[src/rtl/enigma_uart_tx.sv]
// Letter-code FIFO plus UART 8N1 transmitter; codes 0..25 go out as 'A'..'Z', others as '?'.
// Define GROUP5_EN to insert a space frame after every fifth letter.
module enigma_uart_tx #(
  parameter int unsigned CLK_DIV    = 87,
  parameter int unsigned FIFO_DEPTH = 4
) (
  input  logic       clk,
  input  logic       rst,
  input  logic [4:0] char_in,
  input  logic       char_valid,
  output logic       char_ready,
  output logic       tx,
  output logic       busy
);

  localparam int unsigned AW = $clog2(FIFO_DEPTH);
  localparam int unsigned TW = (CLK_DIV > 1) ? $clog2(CLK_DIV) : 1;
  localparam logic [TW-1:0] TimerLoad = TW'(CLK_DIV - 1);
  localparam logic [TW-1:0] TimerOne  = TW'(1);
  localparam logic [AW:0]   PtrOne    = (AW+1)'(1);

  typedef enum logic [1:0] {StIdle, StStart, StData, StStop} state_e;

  state_e          state_q, state_d;
  logic [TW-1:0]   timer_q, timer_d;
  logic [2:0]      bit_q, bit_d;
  logic [7:0]      shift_q, shift_d;
  logic [4:0]      mem [FIFO_DEPTH];
  logic [AW:0]     wr_ptr_q, rd_ptr_q;
  logic            full, empty, push, pop;
  logic [4:0]      head;
  logic [7:0]      head_ascii;

`ifdef GROUP5_EN
  logic [2:0]      grp_q, grp_d;
  logic            space_q, space_d;
`endif

  // Extra pointer MSB distinguishes full from empty when the low bits match.
  assign full       = (wr_ptr_q[AW] != rd_ptr_q[AW]) && (wr_ptr_q[AW-1:0] == rd_ptr_q[AW-1:0]);
  assign empty      = (wr_ptr_q == rd_ptr_q);
  assign char_ready = !full;
  assign push       = char_valid && !full;
  assign pop        = (state_q == StIdle) && !empty;
  assign busy       = (state_q != StIdle) || !empty;
  assign head       = mem[rd_ptr_q[AW-1:0]];
  assign head_ascii = (head < 5'd26) ? (8'h41 + {3'b000, head}) : 8'h3F;

  always_ff @(posedge clk) begin
    if (push) mem[wr_ptr_q[AW-1:0]] <= char_in;
  end

  always_ff @(posedge clk or posedge rst) begin
    if (rst) begin
      wr_ptr_q <= '0;
      rd_ptr_q <= '0;
      state_q  <= StIdle;
      timer_q  <= '0;
      bit_q    <= '0;
      shift_q  <= '0;
`ifdef GROUP5_EN
      grp_q    <= '0;
      space_q  <= 1'b0;
`endif
    end else begin
      if (push) wr_ptr_q <= wr_ptr_q + PtrOne;
      if (pop)  rd_ptr_q <= rd_ptr_q + PtrOne;
      state_q <= state_d;
      timer_q <= timer_d;
      bit_q   <= bit_d;
      shift_q <= shift_d;
`ifdef GROUP5_EN
      grp_q   <= grp_d;
      space_q <= space_d;
`endif
    end
  end

  always_comb begin
    state_d = state_q;
    timer_d = timer_q;
    bit_d   = bit_q;
    shift_d = shift_q;
    tx      = 1'b1;
`ifdef GROUP5_EN
    grp_d   = grp_q;
    space_d = space_q;
`endif
    unique case (state_q)
      StIdle: begin
        if (!empty) begin
          shift_d = head_ascii;
          timer_d = TimerLoad;
          state_d = StStart;
`ifdef GROUP5_EN
          space_d = 1'b0;
`endif
        end
      end
      StStart: begin
        tx = 1'b0;
        if (timer_q == '0) begin
          timer_d = TimerLoad;
          bit_d   = 3'd0;
          state_d = StData;
        end else begin
          timer_d = timer_q - TimerOne;
        end
      end
      StData: begin
        tx = shift_q[0];
        if (timer_q == '0) begin
          timer_d = TimerLoad;
          shift_d = {1'b0, shift_q[7:1]};
          if (bit_q == 3'd7) state_d = StStop;
          else               bit_d   = bit_q + 3'd1;
        end else begin
          timer_d = timer_q - TimerOne;
        end
      end
      StStop: begin
        if (timer_q == '0) begin
          state_d = StIdle;
`ifdef GROUP5_EN
          // Fifth letter just finished: chain a space frame with no idle gap.
          if (!space_q) begin
            if (grp_q == 3'd4) begin
              grp_d   = 3'd0;
              space_d = 1'b1;
              shift_d = 8'h20;
              timer_d = TimerLoad;
              state_d = StStart;
            end else begin
              grp_d = grp_q + 3'd1;
            end
          end
`endif
        end else begin
          timer_d = timer_q - TimerOne;
        end
      end
      default: state_d = StIdle;
    endcase
  end

endmodule

[config.mk]
export PLATFORM = sky130hd
export DESIGN_NAME = enigma_uart_tx
export DESIGN_NICKNAME = d
export VERILOG_FILES = /design/src/rtl/enigma_uart_tx.sv
export SDC_FILE = /design/constraint.sdc
export NUM_CORES = 1
export LEC_CHECK = 0
export ABC_AREA = 1
export CORE_MARGIN = 2
export CORE_UTILIZATION = 30
export CTS_CLUSTER_SIZE = 30
export DETAILED_ROUTE_END_ITERATION = 10
export HOLD_SLACK_MARGIN = 0.15
export SLEW_MARGIN = 20
export SYNTH_ARGS = -nofsm -noshare
export SYNTH_HDL_FRONTEND = slang
export SYNTH_SLANG_ARGS = --single-unit
[constraint.sdc]
create_clock -name clk -period 2.1 [get_ports clk]
set_input_delay 0.42 -clock clk [delete_from_list [all_inputs] [get_ports clk]]
set_output_delay 0.42 -clock clk [all_outputs]
set_load 0.005 [all_outputs]
==> results.py, run 1 <==
metrics = {
    "global_routing": {
        "grt_pass1_wl_mm": 7.71,
        "grt_start_max_net_pins": 17,
        "antenna_found_initial": 0,
        "grt_usage_pct": 11.1,
        "overflow": 0,
        "first_global_vias": 1751,
    },
    "timing": {
        "maxSlewHeadroom_pct": 76.4,
        "grt_setup_unrepaired": "false",
        "hold_violations": 0,
        "max_freq_mhz": 500,
        "worst_slew_pin_slew_ps": 354,
        "post-route-period-util_pct": 95.3,
        "finalMaxSlewViolations": 0,
        "min_period_ps": 2000,
        "skew_ps": 10.2,
        "fin_tns_setup_ps": 0,
        "final-setup-viol-count": 0,
        "hold_ws_ps": 373,
    },
    "route": {
        "drt_first_pass_iters": 4,
        "wl_mm": 4.47,
        "route.met2.wl_mm": 2.15,
        "highest_layer": "met4",
        "wire_per_inst_um": 10.9,
        "drt_iter0_markers": 60,
        "drc_errors": 0,
        "viasPerCell": 4.37,
        "met1_length_mm": 2.15,
        "vias": 1796,
        "wl_met3_um": 89,
        "ant_nets": 0,
    },
    "placed_design": {
        "portBuffers": 10,
        "place_congestion": 0.791,
        "hpwl_mm": 3.28,
    },
    "yosys": {
        "synth_edf_count": 20,
        "synth_nets": 301,
        "synth_cells": 278,
        "synth_area_um2": 2430,
        "ys_ff_latch": 45,
        "netlist.area_leader.share_pct": 25.7,
        "yosysMostFrequentCell": "nand2_1",
        "avgSynthCellArea_um2": 8.75,
        "synth_cell_types": 30,
        "synth-main-ff-cell": "dfrtp_1",
        "synth_warnings": 0,
        "yosys-top-cells-count": "nand2_1, inv_1, nor2_1",
        "seq_area_frac_synth_pct": 50.4,
        "synth_area_leaders": "dfrtp_1, edfxtp_1, nand2_1",
        "async_reset_ff_share_pct": 55.6,
        "synth_largest_area_cell": "dfrtp_1",
    },
    "clocking": {
        "clkLatencyLatePin_ps": 300,
        "cts_buffer_depth": 2,
        "cts_max_level": 2,
        "numCtsBuffers": 5,
        "clk_pin_slew_worst_paths_ps": 90,
        "cts.sink_count": 45,
        "cts_tree": "built",
        "cts_root_buf": "clkbuf_8",
    },
    "power": {
        "p_leak_nw": 1.35,
        "peakVddDrop_mv": 0.357,
        "power.density_nw_per_um2": 719,
    },
    "setup_path": {
        "arrival_ps": 1580,
        "r2r_slack_ps": 270,
        "crit_family": "buffers and inverters",
        "end_kind": "output pin",
        "cp_data_required_time_ps": 1680,
        "crit_type": "reg2out",
        "crit_chain": "inv_1 > buf_4 > ha_2 > nand4_2 > dlygate4sd2_1",
        "critPathMaxFanout": 4,
        "critPathBufInv": 3,
        "cp-start-kind": "register",
        "slowest_stage": "dfrtp_1",
        "critical_path.max_stage_delay_ps": 410,
    },
    "cells_and_area": {
        "final_layout_size_suffix_gt1_share_pct": 14.9,
        "num_antenna_cells": 0,
        "nNetsFinal": 331,
        "final_util_pct": 36.6,
        "fillers": 804,
        "areaGrowthSynthToFinish_pct": 17.5,
    },
    "floorplanning": {
        "fp-row-count": 32,
        "core_area_um2": 7810,
        "start_util_pct": 31.2,
        "io_pins": 11,
        "die_height_um": 94.1,
        "die_x_um": 94.1,
        "fp.dieArea_um2": 8850,
    },
    "hold_path": {
        "hp-class": "in2async",
    },
    "outcome": {
        "outcome": "complete, no violations",
    },
    "flow_run": {
        "maxCapViolCount": 0,
    },
}
area by class of cell:
cell class	count	area, um^2	share of cell area (%)
Clock buffer	5	68.8	2.41
Clock inverter	3	25.0	0.875
Timing Repair Buffer	27	224	7.83
Inverter	34	128	4.46
Multi-Input combinational cell	195	1060	37.0
Tap cell	102	128	4.46
Sequential cell	45	1230	42.9
per-layer routing:
layer	track usage [%]	vias up
li1	-	952
met1	13.7	819
met2	18.9	19
met3	1.93	6
met4	5.19	0
met5	0	-
timing repair:
action | 4_1_cts | 5_1_grt
pin swaps | 0 | 3
setup buffers | 1 | 4
resized for setup | 4 | 4
setup endpoints to repair | 3 | 2
hold buffers | 0 | 0
registers in the layout (all words and copies together), names as in the netlist:
signal and cells:
state_q 2, bit_q 3, shift_q 7, rd_ptr_q 3, timer_q 7, wr_ptr_q 3
mem 20
layout by cell type (no fill, tap or decap), drive strengths merged, types with 2 or more instances in the layout:
| cell type | instances |
|---|---|
| inv | 36 |
| ha | 15 |
| clkdlybuf4s50 | 7 |
| a32o | 2 |
| o21ai | 14 |
| or2 | 4 |
| dfrtp | 25 |
| xnor2 | 3 |
| nand3 | 22 |
| nand2 | 79 |
| nand4 | 2 |
| buf | 17 |
| a21oi | 9 |
| xor2 | 6 |
| edfxtp | 20 |
| clkbuf | 6 |
| a22oi | 2 |
| nor2 | 34 |
worst paths after layout:
path / from / endpoint / cells after the start
setup / recovery: state_q[0] / busy / 5
hold / removal: rst / shift_q[1] / 2
setup reg to reg: rd_ptr_q[0] / shift_q[2] / 12
hold reg to reg: shift_q[4] / shift_q[4] / 2
max in group asynchronous: rst / timer_q[0] / 3
min in group clk: shift_q[4] / shift_q[4] / 2
where the power goes:
part / internal [mW] / switching (mW)
Sequential: 1.04 / 0.0538
Combinational: 0.182 / 0.231
Clock: 0.243 / 0.311
per-stage QoR:
stage / setup WS [ps] / area [um^2] / std cells / power (mW)
final: 98.3 / 2860 / 411 / 2.06
after global routing: 20.7 / 2860 / 411 / 2.19
after CTS: 5.77 / 2830 / 407 / 2.05
after detailed placement: 107 / 2720 / 398 / 1.48
after global placement: 145 / 2720 / 398 / 1.48
after floorplan: 531 / 2430 / 278 / 1.36
cell families (layout without fill, tap and decap cells):
logic type	count (synthesis)	in the layout	synth area share, %
adders and majority gates	15	15	7.71
xor gates and xnor gates	9	9	3.55
DFF	45	45	50.4
AOI/OAI and AO/OA	29	29	6.94
buffers and inverters	38	69	6.53
and+or+nand+nor	142	142	24.9
No activity file was read; power rests on OpenSTA's default activity.
==> run 2: changes to the inputs <==
--- a/config.mk
+++ b/config.mk
@@ -10,6 +10,7 @@
 export CORE_UTILIZATION = 30
 export CTS_CLUSTER_SIZE = 30
 export DETAILED_ROUTE_END_ITERATION = 10
+export GPL_TIMING_DRIVEN = 0
 export HOLD_SLACK_MARGIN = 0.15
 export SLEW_MARGIN = 20
 export SYNTH_ARGS = -nofsm -noshare
==> results.py, run 2 (same netlist as run 1, synthesis figures left out) <==
metrics = {
    "outcome": {
        "outcome": "complete, no violations",
    },
    "route": {
        "viasPerCell": 4.45,
        "wl_mm": 4.68,
        "drt_first_pass_iters": 4,
        "vias": 1781,
        "wire_per_inst_um": 11.7,
        "ant_nets": 0,
        "drc_errors": 0,
        "drt_iter0_markers": 69,
    },
    "timing": {
        "max_freq_mhz": 507,
        "finalMaxSlewViolations": 0,
        "worst_slew_pin_slew_ps": 914,
        "post-route-period-util_pct": 93.9,
        "final-setup-viol-count": 0,
        "grt_setup_unrepaired": "false",
        "min_period_ps": 1970,
        "maxSlewHeadroom_pct": 38.7,
        "fin_tns_setup_ps": 0,
        "hold_violations": 0,
        "skew_ps": 6.10,
    },
    "cells_and_area": {
        "layout_common_cells": "nand2_1, nor2_1, inv_1",
        "multi_input_area_um2": 1090,
        "largest_reg_flops": 20,
        "final_util_pct": 36.2,
        "final_layout_size_suffix_gt1_share_pct": 11.7,
        "fillers": 800,
        "num_antenna_cells": 0,
        "final_common_cell": "nand2_1",
        "seqCellArea_um2": 1230,
        "areaGrowthSynthToFinish_pct": 16.0,
        "nNetsFinal": 320,
    },
    "floorplanning": {
        "fp.dieArea_um2": 8850,
        "start_util_pct": 31.2,
        "io_pins": 11,
        "die_x_um": 94.1,
        "core_area_um2": 7810,
        "fp-row-count": 32,
        "die_height_um": 94.1,
    },
    "global_routing": {
        "first_global_vias": 1724,
        "grt_start_max_net_pins": 26,
        "grt_usage_pct": 11.5,
        "overflow": 0,
        "grt_pass1_wl_mm": 7.88,
        "antenna_found_initial": 0,
    },
    "clocking": {
        "cts.sink_count": 45,
        "cts_max_level": 2,
        "clk_pin_slew_worst_paths_ps": 80,
        "cts_buffer_depth": 2,
        "cts_root_buf": "clkbuf_8",
        "numCtsBuffers": 5,
        "clkLatencyLatePin_ps": 300,
        "cts_tree": "built",
    },
    "setup_path": {
        "end_kind": "output pin",
        "critical_path.max_stage_delay_ps": 410,
        "critPathMaxFanout": 3,
        "cp-start-kind": "register",
        "crit_chain": "buf_4 > ha_1 > or2_2 > o21ai_0 > clkbuf_2",
        "cp_data_required_time_ps": 1680,
        "crit_type": "reg2out",
        "slowest_stage": "dfrtp_1",
        "worstRegToRegCells": 12,
        "arrival_ps": 1550,
    },
    "power": {
        "p_sw_share_pct": 28.1,
        "p_seq_share_pct": 51.4,
        "combPwrFrac_pct": 18.0,
        "power_frac_clock_pct": 30.6,
        "switching_power_mw": 0.599,
        "p_leak_nw": 1.29,
        "power.density_nw_per_um2": 756,
        "intPower_mw": 1.53,
        "peakVddDrop_mv": 0.404,
    },
    "placed_design": {
        "place_congestion": 0.800,
        "hpwl_mm": 3.29,
        "portBuffers": 10,
    },
    "hold_path": {
        "worstHoldPathCells": 2,
        "hp-class": "reg2reg",
    },
    "flow_run": {
        "maxCapViolCount": 0,
    },
}
-- run 2: cell count changes in the layout (fill, tap and decap cells not counted), moves of 2 or more --
cell,delta
clkinv_1,+2
inv_1,-2
buf_4,-12
inv_6,-2
-- run 2: repair_timing --
action	CTS	global route
gates resized for setup	9	3
hold buffers	0	0
setup buffers	3	0
endpoints found under the setup margin	3	3
pin swaps	2	0
-- run 2: per-layer routing --
| layer | GRT usage, % | up-vias | part of all wire [%] |
|---|---|---|---|
| li1 | - | 930 | - |
| met1 | 15.5 | 824 | 47 |
| met2 | 18.3 | 20 | 49 |
| met3 | 1.44 | 7 | 2.1 |
| met4 | 5.19 | 0 | 1.8 |
| met5 | 0 | - | 0 |
-- run 2: path summary, 6_finish.rpt --
check / from / endpoint / slack [ps]
min: shift_q[5] / shift_q[5] / 480
max: state_q[0] / tx / 130
max in group asynchronous: rst / shift_q[2] / 1160
min reg2reg: shift_q[5] / shift_q[5] / 480
min in group asynchronous: rst / wr_ptr_q[1] / 500
max reg2reg: rd_ptr_q[1] / shift_q[4] / 200
-- run 2: critical path, delay by kind of cell, from the launching register on --
kind	cells	cell delay, ps
flops	1	410
compound gates	1	80
fa+ha+maj	1	180
simple gates	1	300
buf+inv	2	290
-- run 2: power groups by stage --
stage / Combinational, mW / Clock [mW] / Sequential (mW)
4_1_cts: 0.391 / 0.668 / 1.10
5_1_grt: 0.437 / 0.709 / 1.11
6_report: 0.384 / 0.653 / 1.10
2_1_floorplan: 0.262 / 0 / 1.09
3_5_place_dp: 0.358 / 0 / 1.11
3_3_place_gp: 0.346 / 0 / 1.10
-- run 2: metrics by stage --
step / hold WS, ps / cell area, um^2 / total power [mW] / cells / setup slack [ps]
2_1_floorplan: 442 / 2430 / 1.36 / 278 / 531
3_3_place_gp: 465 / 2660 / 1.45 / 390 / -22.7
3_5_place_dp: 467 / 2660 / 1.46 / 390 / -42.5
4_1_cts: 486 / 2830 / 2.16 / 401 / -25.2
5_1_grt: 510 / 2820 / 2.25 / 400 / 0.839
6_report: 484 / 2820 / 2.13 / 400 / 128
-- run 2: area by class of cell --
cell class	count	area share, %
sequential	45	43.4
multi-input combinational	195	38.6
inverter	34	4.52
tap	102	4.52
timing repair buffer	13	4.08
clock buffer	5	2.44
clock inverter	3	1.46
buffer	3	0.930
==> run 3: changes to the inputs <==
==> constraint.sdc (replaced) <==
create_clock -name clk -period 1.6 [get_ports clk]
set_input_delay 0.32 -clock clk [delete_from_list [all_inputs] [get_ports clk]]
set_output_delay 0.32 -clock clk [all_outputs]
set_load 0.005 [all_outputs]
==> results.py, run 3 (same netlist as run 1, synthesis figures left out) <==
metrics = {
    "outcome": {
        "outcome": "finished with violations",
        "violations": "setup timing",
    },
    "floorplanning": {
        "die_x_um": 94.1,
        "fp.dieArea_um2": 8850,
        "fp-row-count": 32,
        "core_area_um2": 7810,
        "io_pins": 11,
        "die_height_um": 94.1,
        "start_util_pct": 31.2,
    },
    "clocking": {
        "cts_tree": "built",
        "cts.sink_count": 45,
        "clk_pin_slew_worst_paths_ps": 90,
        "cts_buffer_depth": 2,
        "clkLatencyLatePin_ps": 300,
        "hold_buffers": 0,
        "cts_root_buf": "clkbuf_8",
        "numCtsBuffers": 5,
        "cts_max_level": 2,
    },
    "route": {
        "ant_nets": 0,
        "vias": 1981,
        "drc_errors": 0,
        "wl_mm": 5.55,
        "drt_iter0_markers": 57,
        "wire_per_inst_um": 12.8,
        "viasPerCell": 4.56,
        "drt_first_pass_iters": 5,
    },
    "setup_path": {
        "critPathBufInv": 3,
        "crit_type": "reg2out",
        "arrival_ps": 1430,
        "crit_chain": "inv_2 > buf_12 > ha_4 > nand4_4 > buf_6",
        "critPathMaxFanout": 4,
        "cp_data_required_time_ps": 1280,
        "crit_family": "flip-flops",
        "critical_path.max_stage_delay_ps": 450,
        "cp-start-kind": "register",
        "end_kind": "output pin",
        "slowest_stage": "dfrtp_1",
    },
    "cells_and_area": {
        "seqCellArea_um2": 1230,
        "fillers": 732,
        "num_antenna_cells": 0,
        "areaGrowthSynthToFinish_pct": 41.9,
        "layout_common_cells": "nand2_1, buf_4, dfrtp_1",
        "nNetsFinal": 354,
        "final_common_cell": "nand2_1",
        "final_layout_size_suffix_gt1_share_pct": 39.8,
        "largest_reg_flops": 20,
        "final_util_pct": 44.2,
        "multi_input_area_um2": 1380,
    },
    "timing": {
        "worst_slew_pin_slew_ps": 932,
        "max_freq_mhz": 570,
        "hold_ws_ps": 410,
        "final-setup-viol-count": 13,
        "min_period_ps": 1750,
        "hold_violations": 0,
        "grt_setup_unrepaired": "true",
        "post-route-period-util_pct": 110,
        "maxSlewHeadroom_pct": 37.5,
        "finalMaxSlewViolations": 0,
        "setup_slack_ps": -154,
        "skew_ps": 4.93,
    },
    "global_routing": {
        "grt_pass1_wl_mm": 8.98,
        "overflow": 0,
        "grt_start_max_net_pins": 26,
        "first_global_vias": 1980,
        "antenna_found_initial": 0,
        "grt_usage_pct": 13.3,
    },
    "power": {
        "p_sw_share_pct": 29.6,
        "power.density_nw_per_um2": 872,
        "p_seq_share_pct": 48.4,
        "combPwrFrac_pct": 23.1,
        "intPower_mw": 2.12,
        "peakVddDrop_mv": 0.506,
        "power_frac_clock_pct": 28.5,
        "p_leak_nw": 1.52,
        "switching_power_mw": 0.893,
    },
    "hold_path": {
        "hp-class": "in2async",
    },
    "placed_design": {
        "place_ws_ps": -443,
        "portBuffers": 10,
        "place_congestion": 0.800,
        "hpwl_mm": 3.29,
    },
    "flow_run": {
        "maxCapViolCount": 0,
    },
}
## run 3: what timing repair did
action / in CTS / in global routing
cloned: 1 / 0
setup buffers: 28 / 9
endpoints found under the hold margin: 0 / 0
resized for setup: 97 / 28
endpoints found under the setup margin: 40 / 33
pin swaps: 25 / 15
## run 3: power groups by stage
stage / Clock [mW] / Sequential, mW / Combinational, mW
after floorplan: 0 / 1.44 / 0.344
after global placement: 0 / 1.45 / 0.455
after detailed placement: 0 / 1.45 / 0.469
after CTS: 0.876 / 1.45 / 0.648
after global routing: 0.933 / 1.47 / 0.770
final: 0.859 / 1.46 / 0.697
## run 3: layout make-up
type | count | area share (%)
well taps | 102 | 3.70
inverters | 34 | 4.09
flip-flops and latches | 45 | 35.6
multi-input cells | 195 | 40.0
repair buffers | 47 | 12.4
clock buffers | 5 | 1.99
plain buffers | 3 | 0.978
clock inverters | 3 | 1.20
## run 3: path summary, 6_finish.rpt
path | cells after the start | slack, ps | end | start
min in group clk | 2 | 480 | shift_q[5] | shift_q[5]
worst max-delay path | 5 | -150 | busy | state_q[1]
worst max register to register | 13 | -50 | shift_q[4] | rd_ptr_q[1]
worst min register to register | 2 | 480 | shift_q[5] | shift_q[5]
max in group asynchronous | 2 | 720 | rd_ptr_q[0] | rst
worst min-delay path | 2 | 410 | wr_ptr_q[1] | rst
## run 3: metal layers
layer | share of wire [%] | track usage [%] | routed length, um
met1 | 42 | 15.9 | 2330
met2 | 53 | 23.3 | 2960
met3 | 1.4 | 1.52 | 77
met5 | 0 | 0 | 0
met4 | 3.3 | 6.88 | 181
## run 3: metrics by stage
stage / setup TNS, ps / instances / total power [mW] / area [um^2]
final: -560 / 434 / 3.01 / 3450
after global routing: -2250 / 434 / 3.17 / 3450
after CTS: -685 / 426 / 2.98 / 3310
after detailed placement: -6080 / 390 / 1.92 / 2660
after global placement: -5020 / 390 / 1.90 / 2660
after floorplan: 0 / 278 / 1.78 / 2430
## run 3: worst reg2reg max path, stage by stage, from the launching register on
cell and delay (ps):
dfrtp_1 400, buf_6 140, buf_6 110, clkinvlp_4 90, nand3_2 90, nand2_2 90, inv_2 60, ha_4 170
inv_2 60, nor2_4 30, nand3_1 50, nand2_1 70, o21bai_1 120, nand2_1 60
